$ cat src/rtl/mem_bus_arb_pkg.sv
// mem_bus_arb_pkg: arbiter state encoding, master indices and starve counter sizing
package mem_bus_arb_pkg;
    typedef enum logic [1:0] {IDLE, ACCESS, RD_WAIT} state_e;
    localparam logic M0 = 1'b0;
    localparam logic M1 = 1'b1;
    function automatic int starve_w(input int limit);
        return $clog2(limit + 1);
    endfunction
endpackage

$ cat src/rtl/mem_bus_arbiter_if.sv
// mem_bus_arbiter_if: one master's request/response channel into the bus arbiter
interface mem_bus_arbiter_if #(
    parameter int ADDR_LENGTH = 32,
    parameter int DATA_LENGTH = 32
);
    logic                   req;
    logic                   we;
    logic [ADDR_LENGTH-1:0] addr;
    logic [DATA_LENGTH-1:0] wdata;
    logic                   gnt;
    logic                   rvalid;
    logic [DATA_LENGTH-1:0] rdata;
    modport master (output req, we, addr, wdata, input gnt, rvalid, rdata);
    modport slave (input req, we, addr, wdata, output gnt, rvalid, rdata);
endinterface

$ cat src/rtl/arb_starve_guard.sv
// arb_starve_guard: fixed m0 priority with a saturating loss counter that forces m1 through
module arb_starve_guard
    import mem_bus_arb_pkg::*;
#(
    parameter int STARVE_LIMIT = 4
) (
    input  logic clk,
    input  logic rst_n,
    input  logic req0,
    input  logic req1,
    input  logic arbitrate,
    output logic winner,
    output logic valid
);
    localparam int CW = starve_w(STARVE_LIMIT);
    localparam logic [CW-1:0] LIMIT = CW'(STARVE_LIMIT);

    logic [CW-1:0] starve_cnt_q, starve_cnt_d;

    always_comb begin
        valid = arbitrate && (req0 || req1);
        winner = req1 && (!req0 || starve_cnt_q == LIMIT) ? M1 : M0;
        starve_cnt_d = !valid ? starve_cnt_q : winner == M1 ? '0 : req1 ? starve_cnt_q + CW'(1) : starve_cnt_q;
    end

    always_ff @(posedge clk or negedge rst_n)
        if (!rst_n) starve_cnt_q <= '0;
        else starve_cnt_q <= starve_cnt_d;
endmodule

$ cat src/rtl/mem_bus_arbiter.sv
// mem_bus_arbiter: serialises two masters onto the memory-map bus, one registered transfer at a time
module mem_bus_arbiter
    import mem_bus_arb_pkg::*;
#(
    parameter int ADDR_LENGTH  = 32,
    parameter int DATA_LENGTH  = 32,
    parameter int STARVE_LIMIT = 4
) (
    input  logic                   clk,
    input  logic                   rst_n,
    mem_bus_arbiter_if.slave       m0,
    mem_bus_arbiter_if.slave       m1,
    output logic                   bus_MemRead,
    output logic                   bus_MemWrite,
    output logic [ADDR_LENGTH-1:0] bus_Addr,
    output logic [DATA_LENGTH-1:0] bus_DataOut,
    input  logic [DATA_LENGTH-1:0] bus_DataIn,
    output logic                   bus_owner
);
    state_e                 state_q, state_d;
    logic                   owner_q, owner_d, we_q, we_d;
    logic                   rv0_q, rv0_d, rv1_q, rv1_d;
    logic [ADDR_LENGTH-1:0] addr_q, addr_d;
    logic [DATA_LENGTH-1:0] wdata_q, wdata_d, rdata0_q, rdata0_d, rdata1_q, rdata1_d;
    logic                   arbitrate, winner, valid;

    arb_starve_guard #(.STARVE_LIMIT(STARVE_LIMIT)) u_guard (
        .clk       (clk),
        .rst_n     (rst_n),
        .req0      (m0.req),
        .req1      (m1.req),
        .arbitrate (arbitrate),
        .winner    (winner),
        .valid     (valid)
    );

    always_comb begin
        arbitrate = state_q != ACCESS;
        state_d = state_q == ACCESS ? (we_q ? IDLE : RD_WAIT) : valid ? ACCESS : IDLE;
        owner_d = valid ? winner : owner_q;
        we_d = valid ? (winner == M1 ? m1.we : m0.we) : we_q;
        addr_d = valid ? (winner == M1 ? m1.addr : m0.addr) : addr_q;
        wdata_d = valid ? (winner == M1 ? m1.wdata : m0.wdata) : wdata_q;
        rv0_d = state_q == RD_WAIT && owner_q == M0;
        rv1_d = state_q == RD_WAIT && owner_q == M1;
        rdata0_d = rv0_d ? bus_DataIn : rdata0_q;
        rdata1_d = rv1_d ? bus_DataIn : rdata1_q;
    end

    always_ff @(posedge clk or negedge rst_n)
        if (!rst_n) begin
            state_q  <= IDLE;
            owner_q  <= M0;
            we_q     <= 1'b0;
            addr_q   <= '0;
            wdata_q  <= '0;
            rv0_q    <= 1'b0;
            rv1_q    <= 1'b0;
            rdata0_q <= '0;
            rdata1_q <= '0;
        end else begin
            state_q  <= state_d;
            owner_q  <= owner_d;
            we_q     <= we_d;
            addr_q   <= addr_d;
            wdata_q  <= wdata_d;
            rv0_q    <= rv0_d;
            rv1_q    <= rv1_d;
            rdata0_q <= rdata0_d;
            rdata1_q <= rdata1_d;
        end

    // bus drive comes only from registers, never straight from the master inputs
    assign m0.gnt       = state_q == ACCESS && owner_q == M0;
    assign m1.gnt       = state_q == ACCESS && owner_q == M1;
    assign m0.rvalid    = rv0_q;
    assign m1.rvalid    = rv1_q;
    assign m0.rdata     = rdata0_q;
    assign m1.rdata     = rdata1_q;
    assign bus_MemWrite = state_q == ACCESS && we_q;
    assign bus_MemRead  = state_q == ACCESS && !we_q;
    assign bus_Addr     = addr_q;
    assign bus_DataOut  = wdata_q;
    assign bus_owner    = owner_q;
endmodule

$ cat src/flat_wrapper.sv
// flat-port wrapper written by rule: the top's interface ports become plain ports
module mem_bus_arbiter_flat import mem_bus_arb_pkg::*;
#(
    parameter int ADDR_LENGTH  = 32,
    parameter int DATA_LENGTH  = 32,
    parameter int STARVE_LIMIT = 4
)
  (clk, rst_n, bus_MemRead, bus_MemWrite, bus_Addr, bus_DataOut, bus_DataIn, bus_owner, m0_req, m0_we, m0_addr, m0_wdata, m0_gnt, m0_rvalid, m0_rdata, m1_req, m1_we, m1_addr, m1_wdata, m1_gnt, m1_rvalid, m1_rdata);
  mem_bus_arbiter_if #(.ADDR_LENGTH(ADDR_LENGTH), .DATA_LENGTH(DATA_LENGTH)) m0_i ();
  mem_bus_arbiter_if #(.ADDR_LENGTH(ADDR_LENGTH), .DATA_LENGTH(DATA_LENGTH)) m1_i ();
  input  logic clk;
  input  logic rst_n;
  output logic bus_MemRead;
  output logic bus_MemWrite;
  output logic [ADDR_LENGTH-1:0] bus_Addr;
  output logic [DATA_LENGTH-1:0] bus_DataOut;
  input  logic [DATA_LENGTH-1:0] bus_DataIn;
  output logic bus_owner;
  input wire logic [$bits(m0_i.req)-1:0] m0_req;
  input wire logic [$bits(m0_i.we)-1:0] m0_we;
  input wire logic [$bits(m0_i.addr)-1:0] m0_addr;
  input wire logic [$bits(m0_i.wdata)-1:0] m0_wdata;
  output wire logic [$bits(m0_i.gnt)-1:0] m0_gnt;
  output wire logic [$bits(m0_i.rvalid)-1:0] m0_rvalid;
  output wire logic [$bits(m0_i.rdata)-1:0] m0_rdata;
  input wire logic [$bits(m1_i.req)-1:0] m1_req;
  input wire logic [$bits(m1_i.we)-1:0] m1_we;
  input wire logic [$bits(m1_i.addr)-1:0] m1_addr;
  input wire logic [$bits(m1_i.wdata)-1:0] m1_wdata;
  output wire logic [$bits(m1_i.gnt)-1:0] m1_gnt;
  output wire logic [$bits(m1_i.rvalid)-1:0] m1_rvalid;
  output wire logic [$bits(m1_i.rdata)-1:0] m1_rdata;
  assign m0_i.req = m0_req;
  assign m0_i.we = m0_we;
  assign m0_i.addr = m0_addr;
  assign m0_i.wdata = m0_wdata;
  assign m0_gnt = m0_i.gnt;
  assign m0_rvalid = m0_i.rvalid;
  assign m0_rdata = m0_i.rdata;
  assign m1_i.req = m1_req;
  assign m1_i.we = m1_we;
  assign m1_i.addr = m1_addr;
  assign m1_i.wdata = m1_wdata;
  assign m1_gnt = m1_i.gnt;
  assign m1_rvalid = m1_i.rvalid;
  assign m1_rdata = m1_i.rdata;
  mem_bus_arbiter #(.ADDR_LENGTH(ADDR_LENGTH), .DATA_LENGTH(DATA_LENGTH), .STARVE_LIMIT(STARVE_LIMIT)) u_core (.clk(clk), .rst_n(rst_n), .m0(m0_i), .m1(m1_i), .bus_MemRead(bus_MemRead), .bus_MemWrite(bus_MemWrite), .bus_Addr(bus_Addr), .bus_DataOut(bus_DataOut), .bus_DataIn(bus_DataIn), .bus_owner(bus_owner));
endmodule
$ cat config.mk
export PLATFORM = sky130hd
export DESIGN_NAME = mem_bus_arbiter_flat
export DESIGN_NICKNAME = d
export VERILOG_FILES = /design/src/rtl/mem_bus_arb_pkg.sv /design/src/rtl/mem_bus_arbiter_if.sv /design/src/rtl/arb_starve_guard.sv /design/src/rtl/mem_bus_arbiter.sv /design/src/flat_wrapper.sv
export SDC_FILE = /design/constraint.sdc
export NUM_CORES = 1
export LEC_CHECK = 0
export CORE_MARGIN = 2
export CORE_UTILIZATION = 41
export DETAILED_ROUTE_END_ITERATION = 8
export PLACE_DENSITY = 0.8
export SYNTH_ARGS = -nofsm -noshare
export SYNTH_HDL_FRONTEND = slang
export SYNTH_SLANG_ARGS = --single-unit
$ cat constraint.sdc
create_clock -name clk -period 1.87 [get_ports clk]
set_input_delay 0.374 -clock clk [delete_from_list [all_inputs] [get_ports clk]]
set_output_delay 0.374 -clock clk [all_outputs]
set_load 0.01 [all_outputs]
======== After elaboration in Yosys (flattened, before gate mapping) ========
Cells that the tools add are included.
operators by class
  add/subtract/negate cells ............... 1
  eq/ne operators ......................... 4
  bitwise logic cells ..................... 1
  multiplexer cells ....................... 9
  reductions and logical operators ........ 14
operator list
  kind                                                    number
  2-to-1 mux 32 bit                                       2
  logical AND 1 bit                                       8
  2-to-1 mux 3 bit                                        2
  2-to-1 mux 2 bit                                        2
  adder 3 x 1 -> 3 bit (second input constant)            1
  equality test 3 bit (second input constant)             1
  2-to-1 mux 1 bit                                        3
  equality test 2 x 1 -> 1 bit (second input constant)    1
  equality test 2 bit (second input constant)             1
  zero test 1 bit                                         2
  logical OR 1 bit                                        2
  inequality test 2 x 1 -> 1 bit (second input constant)  1
  AND reduction 2 bit                                     1
  nonzero test 2 bit                                      1
  NOT 1 bit                                               1
storage, ports and cells
  register bits ........................... 137
  output and inout bits ................... 135

======== Longest topological paths before layout ========
  depth after elaboration ................. 6
  mapped depth ............................ 7
  mapped depth without buffers ............ 5

======== By module ========
Synthesis repeated with hierarchy kept, for this count alone.
second synthesis, totals
  cells, all modules ...................... 456
  area, all modules ....................... 5764.3 sq um
modules (own cells, without submodules)
  module            cells each  area an instance (sq um)  instances
  mem_bus_arbiter   435         5544.1                    1
  arb_starve_guard  21          220.2                     1

======== Worst setup path before layout ========
OpenSTA, ideal clock, no wires.
  kind .................................... reg-to-reg
  from .................................... register u_core.u_guard.starve_cnt_q[0]
  to ...................................... register u_core.wdata_q[10] (netlist: u_core.bus_DataOut[10])
  arrival ................................. 1.455 ns
  clock period less this slack ............ 1.591 ns
  cell stages (with the launch flop) ...... 8
  slack ................................... 0.279 ns
  path buffers ............................ 2
  cells stage by stage .................... dfrtp_1 > inv_1 > ha_1 > a21bo_2 > and2_1 > buf_2 > buf_2 > o221ai_2
on the way
  longest elaborated chain between the ends .. 5
ends and longest elaborated chain
  item                    RTL line                text
  from (decl)             arb_starve_guard.sv:18  logic [CW-1:0] starve_cnt_q, starve_cnt_d;
  from (signal assigned)  arb_starve_guard.sv:28  else starve_cnt_q <= starve_cnt_d;
  equality test 3 bit     arb_starve_guard.sv:22  winner = req1 && (!req0 || starve_cnt_q == LIMIT) ? M1 : M0;
  logical OR 1 bit        arb_starve_guard.sv:22
  logical AND 1 bit       arb_starve_guard.sv:22
  2-to-1 mux 1 bit        arb_starve_guard.sv:22
  2-to-1 mux 32 bit       mem_bus_arbiter.sv:43   wdata_d = valid ? (winner == M1 ? m1.wdata : m0.wdata) : wdata_q;
  to (signal assigned)    mem_bus_arbiter.sv:66   wdata_q <= wdata_d;
  to (decl)               mem_bus_arbiter.sv:24   logic [DATA_LENGTH-1:0] wdata_q, wdata_d, rdata0_q, rdata0_d, rdata1_q, rdata1_d;
Every way passes these cells.
A chain may end at the register's enable or synchronous reset.

======== Worst setup path in the final report ========
  from .................................... register u_core.owner_q (netlist: u_core.bus_owner)
  to ...................................... output bus_owner
RTL lines
  item                    RTL line               text
  from (decl)             mem_bus_arbiter.sv:21  logic owner_q, owner_d, we_q, we_d;
  from (signal assigned)  mem_bus_arbiter.sv:63  owner_q <= owner_d;
  to (decl)               flat_wrapper.sv:18     output logic bus_owner;
No word-level cell between the ends.

==> flow_metrics.py <==
metrics = {
    "place": {
        "place_area_mm2": 0.00960,
        "place_ws_ns": -0.00502,
        "dpl.hpwl_um": 14100,
        "port_buffers": 300,
        "gp_congestion": 0.824,
    },
    "clock_network": {
        "clockBufferDepth": 2,
        "cts_tree": "yes",
        "numCtsBuffers": 17,
        "ctsRootBufferMaster": "clkbuf_16",
        "htree_levels": 4,
        "insertion_delay_ns": 0.41,
        "cts.sinks": 137,
        "clk_pin_slew_ns": 0.06,
    },
    "grt": {
        "antenna_found_initial": 2,
        "overflow": 0,
        "grt_pass1_vias": 5651,
        "grt_pass1_wl_um": 30000,
        "grt_max_degree": 69,
        "grt_use_total": 0.235,
    },
    "route": {
        "remaining_drc_errors": 0,
        "avgViaCountPerCell": 5.48,
        "routedWlPerCell_um": 18.8,
        "vias": 5651,
        "dr.first_iter.drc_count": 232,
        "drt_pass1_iterations": 5,
        "final_antenna_net_count": 0,
        "drt_wl_total_um": 19400,
    },
    "critical_path": {
        "crit_chain": "clkdlybuf4s50_1",
        "startpoint_type": "register",
        "crit_fanout": 5,
        "crit_type": "register to primary output",
        "slowest_delay_ns": 0.60,
        "r2r_cells": 6,
        "worst_r2r_endpoint": "u_core.bus_DataOut[28]",
        "end_kind": "primary output",
        "cp_top_family": "buffers and inverters",
        "crit_buf_inv": 1,
        "timing.reg2reg.setup_slack_ns": 0.18,
        "arrival_ns": 1.44,
        "rr_startpoint": "u_core.u_guard.starve_cnt_q[0]",
        "critPathRequiredTime_ns": 1.50,
        "crit_path_top_delay_cell": "clkdlybuf4s50_1",
    },
    "power": {
        "internal_power_mw": 10.9,
        "peakVddDrop_v": 0.000678,
        "p_leak_nw": 4.21,
        "p_seq_frac": 0.320,
        "p_clk_frac": 0.191,
        "power_density_mw_per_mm2": 1630,
        "switching_share": 0.344,
        "pwr-share-comb": 0.489,
        "p_switching_mw": 5.71,
    },
    "synthesis": {
        "yosysUniqueCellTypes": 28,
        "synthCells": 547,
        "synthTopCellsByArea": "dfrtp_1, mux2_2, o221ai_2",
        "yosysMostFrequentCell": "dfrtp_1",
        "synth-edff-count": 0,
        "synth-seq-cells": 137,
        "synth.avg_cell_area_um2": 11.6,
        "yosysTopAreaCell": "dfrtp_1",
        "ys_async_sr_fraction": 1.00,
        "synth-main-ff-cell": "dfrtp_1",
        "synth_warnings": 0,
        "synth-seq-area-share": 0.540,
        "syn_nets": 715,
        "netlist_area_mm2": 0.00635,
        "synth_common_cells": "dfrtp_1, inv_1, nand4_1",
        "synth.top_cell.area_share": 0.540,
    },
    "floorplanning": {
        "core_area_mm2": 0.0151,
        "die_w_um": 128,
        "rows": 45,
        "dieArea_mm2": 0.0165,
        "chipHeight_um": 128,
        "num_io_pins": 301,
        "floorplan.initialDensity": 0.419,
    },
    "timing": {
        "layout_min_cycle_time_ns": 1.81,
        "post-route-period-util": 0.969,
        "finClkSkew_ns": 0.00889,
        "tightest_slew_ns": 0.433,
        "fin_ws_ns": 0.0583,
        "setup_viol": 0,
        "slew_headroom": 0.712,
        "slew_violations": 0,
        "finalHoldViolations": 0,
        "fmax_ghz": 0.552,
        "rsz0062_at_grt": "yes",
    },
    "min_path": {
        "min_to": "u_core.state_q[1]",
        "hold_path.class": "register to register",
        "hold_path_startpoint": "u_core.we_q",
        "worst_hold_path.num_cells": 1,
    },
    "run": {
        "cap_violations": 0,
    },
    "status": {
        "outcome": "completed",
    },
    "finish": {
        "areaGrowthSynthToFinish_pct": 60.4,
        "final_cell_area_mm2": 0.0102,
        "drive_above_1_share": 0.189,
        "final_util": 0.672,
        "layout.nets": 997,
    },
}
[cells in the final DEF (no fill, tap or decap), types with 4 or more instances in the layout]
cell,count
clkbuf_16,17
buf_4,10
mux2_2,64
nand3_1,65
o221ai_1,35
dfrtp_1,137
clkdlybuf4s50_1,294
nand4_1,66
nor2_1,4
o221ai_2,30
buf_12,10
inv_1,69
[layer usage]
metal  wire length [µm]  vias to the layer above  track usage
li1                   -                     2591            -
met1               7380                     2732        0.278
met2               9830                      284        0.400
met3               1510                       42       0.0624
met4                643                        2        0.112
met5                  6                        -            0
[power groups by stage]
| stage | Sequential [mW] | Combinational (mW) | Clock (mW) |
|---|---|---|---|
| CTS | 5.33 | 8.22 | 3.25 |
| floorplan | 5.91 | 3.28 | 0 |
| finish | 5.32 | 8.12 | 3.17 |
| global route | 5.50 | 8.72 | 3.39 |
| detailed placement | 5.35 | 8.20 | 0 |
| global placement | 5.29 | 8.00 | 0 |
[per-stage QoR]
| stage | power [mW] | TNS [ns] | std cells | hold slack [ns] |
|---|---|---|---|---|
| CTS | 16.8 | 0 | 1030 | 0.441 |
| global route | 17.6 | -0.000727 | 1032 | 0.460 |
| finish | 16.6 | 0 | 1032 | 0.439 |
| global placement | 13.3 | 0 | 997 | 0.320 |
| detailed placement | 13.6 | -0.00502 | 997 | 0.325 |
| floorplan | 9.19 | 0 | 547 | 0.0784 |
[state kept, by name, summed over array words and instances (netlist names)]
signal                       cells
u_core.bus_Addr                 32
u_core.bus_DataOut              32
u_core.bus_owner                 1
u_core.m0.rdata                 32
u_core.m0.rvalid                 1
u_core.m1.rdata                 32
u_core.m1.rvalid                 1
u_core.state_q                   2
u_core.u_guard.starve_cnt_q      3
u_core.we_q                      1
[final cells by class]
type                       instances  area, µm²
fill                            1116       4960
sequential                       137       3430
timing repair buffer             321       3280
multi-input combinational        283       2400
clock buffer                      20        457
inverter                          69        259
tap                              188        235
clock inverter                    12        115
antenna                            2       5.00
[cells by family (layout without fill, tap and decap cells)]
| family | Yosys count | after routing | share of synthesized area |
|---|---|---|---|
| and+or+nand+nor | 145 | 145 | 0.129 |
| AOI/OAI and AO/OA | 71 | 71 | 0.128 |
| other | 0 | 2 | 0 |
| adders and majority gates | 2 | 2 | 0.00394 |
| DFF | 137 | 137 | 0.540 |
| buffers and inverters | 127 | 422 | 0.0844 |
| muxes | 65 | 65 | 0.115 |
[how the worst max path moves through the flow]
stage                                         startpoint  cells after the start  slack, ns                      to
after floorplan           u_core.u_guard.starve_cnt_q[0]                      7       0.28  u_core.bus_DataOut[10]
after global placement                            m0_req                      5       0.04  u_core.bus_DataOut[28]
after detailed placement                          m0_req                      5     -0.005  u_core.bus_DataOut[31]
after CTS                              u_core.state_q[1]                      3      0.004            bus_MemWrite
after global routing                   u_core.state_q[1]                      3    -0.0007                  m0_gnt
final                                   u_core.bus_owner                      1       0.06               bus_owner
[timing repair]
action	4_1_cts	5_1_grt
endpoints found under the hold margin	40	0
hold buffers	1	0
buffers inserted	0	0
endpoints found under the setup margin	4	3
resized for setup	10	3
Power figures use the tool's default switching activity.
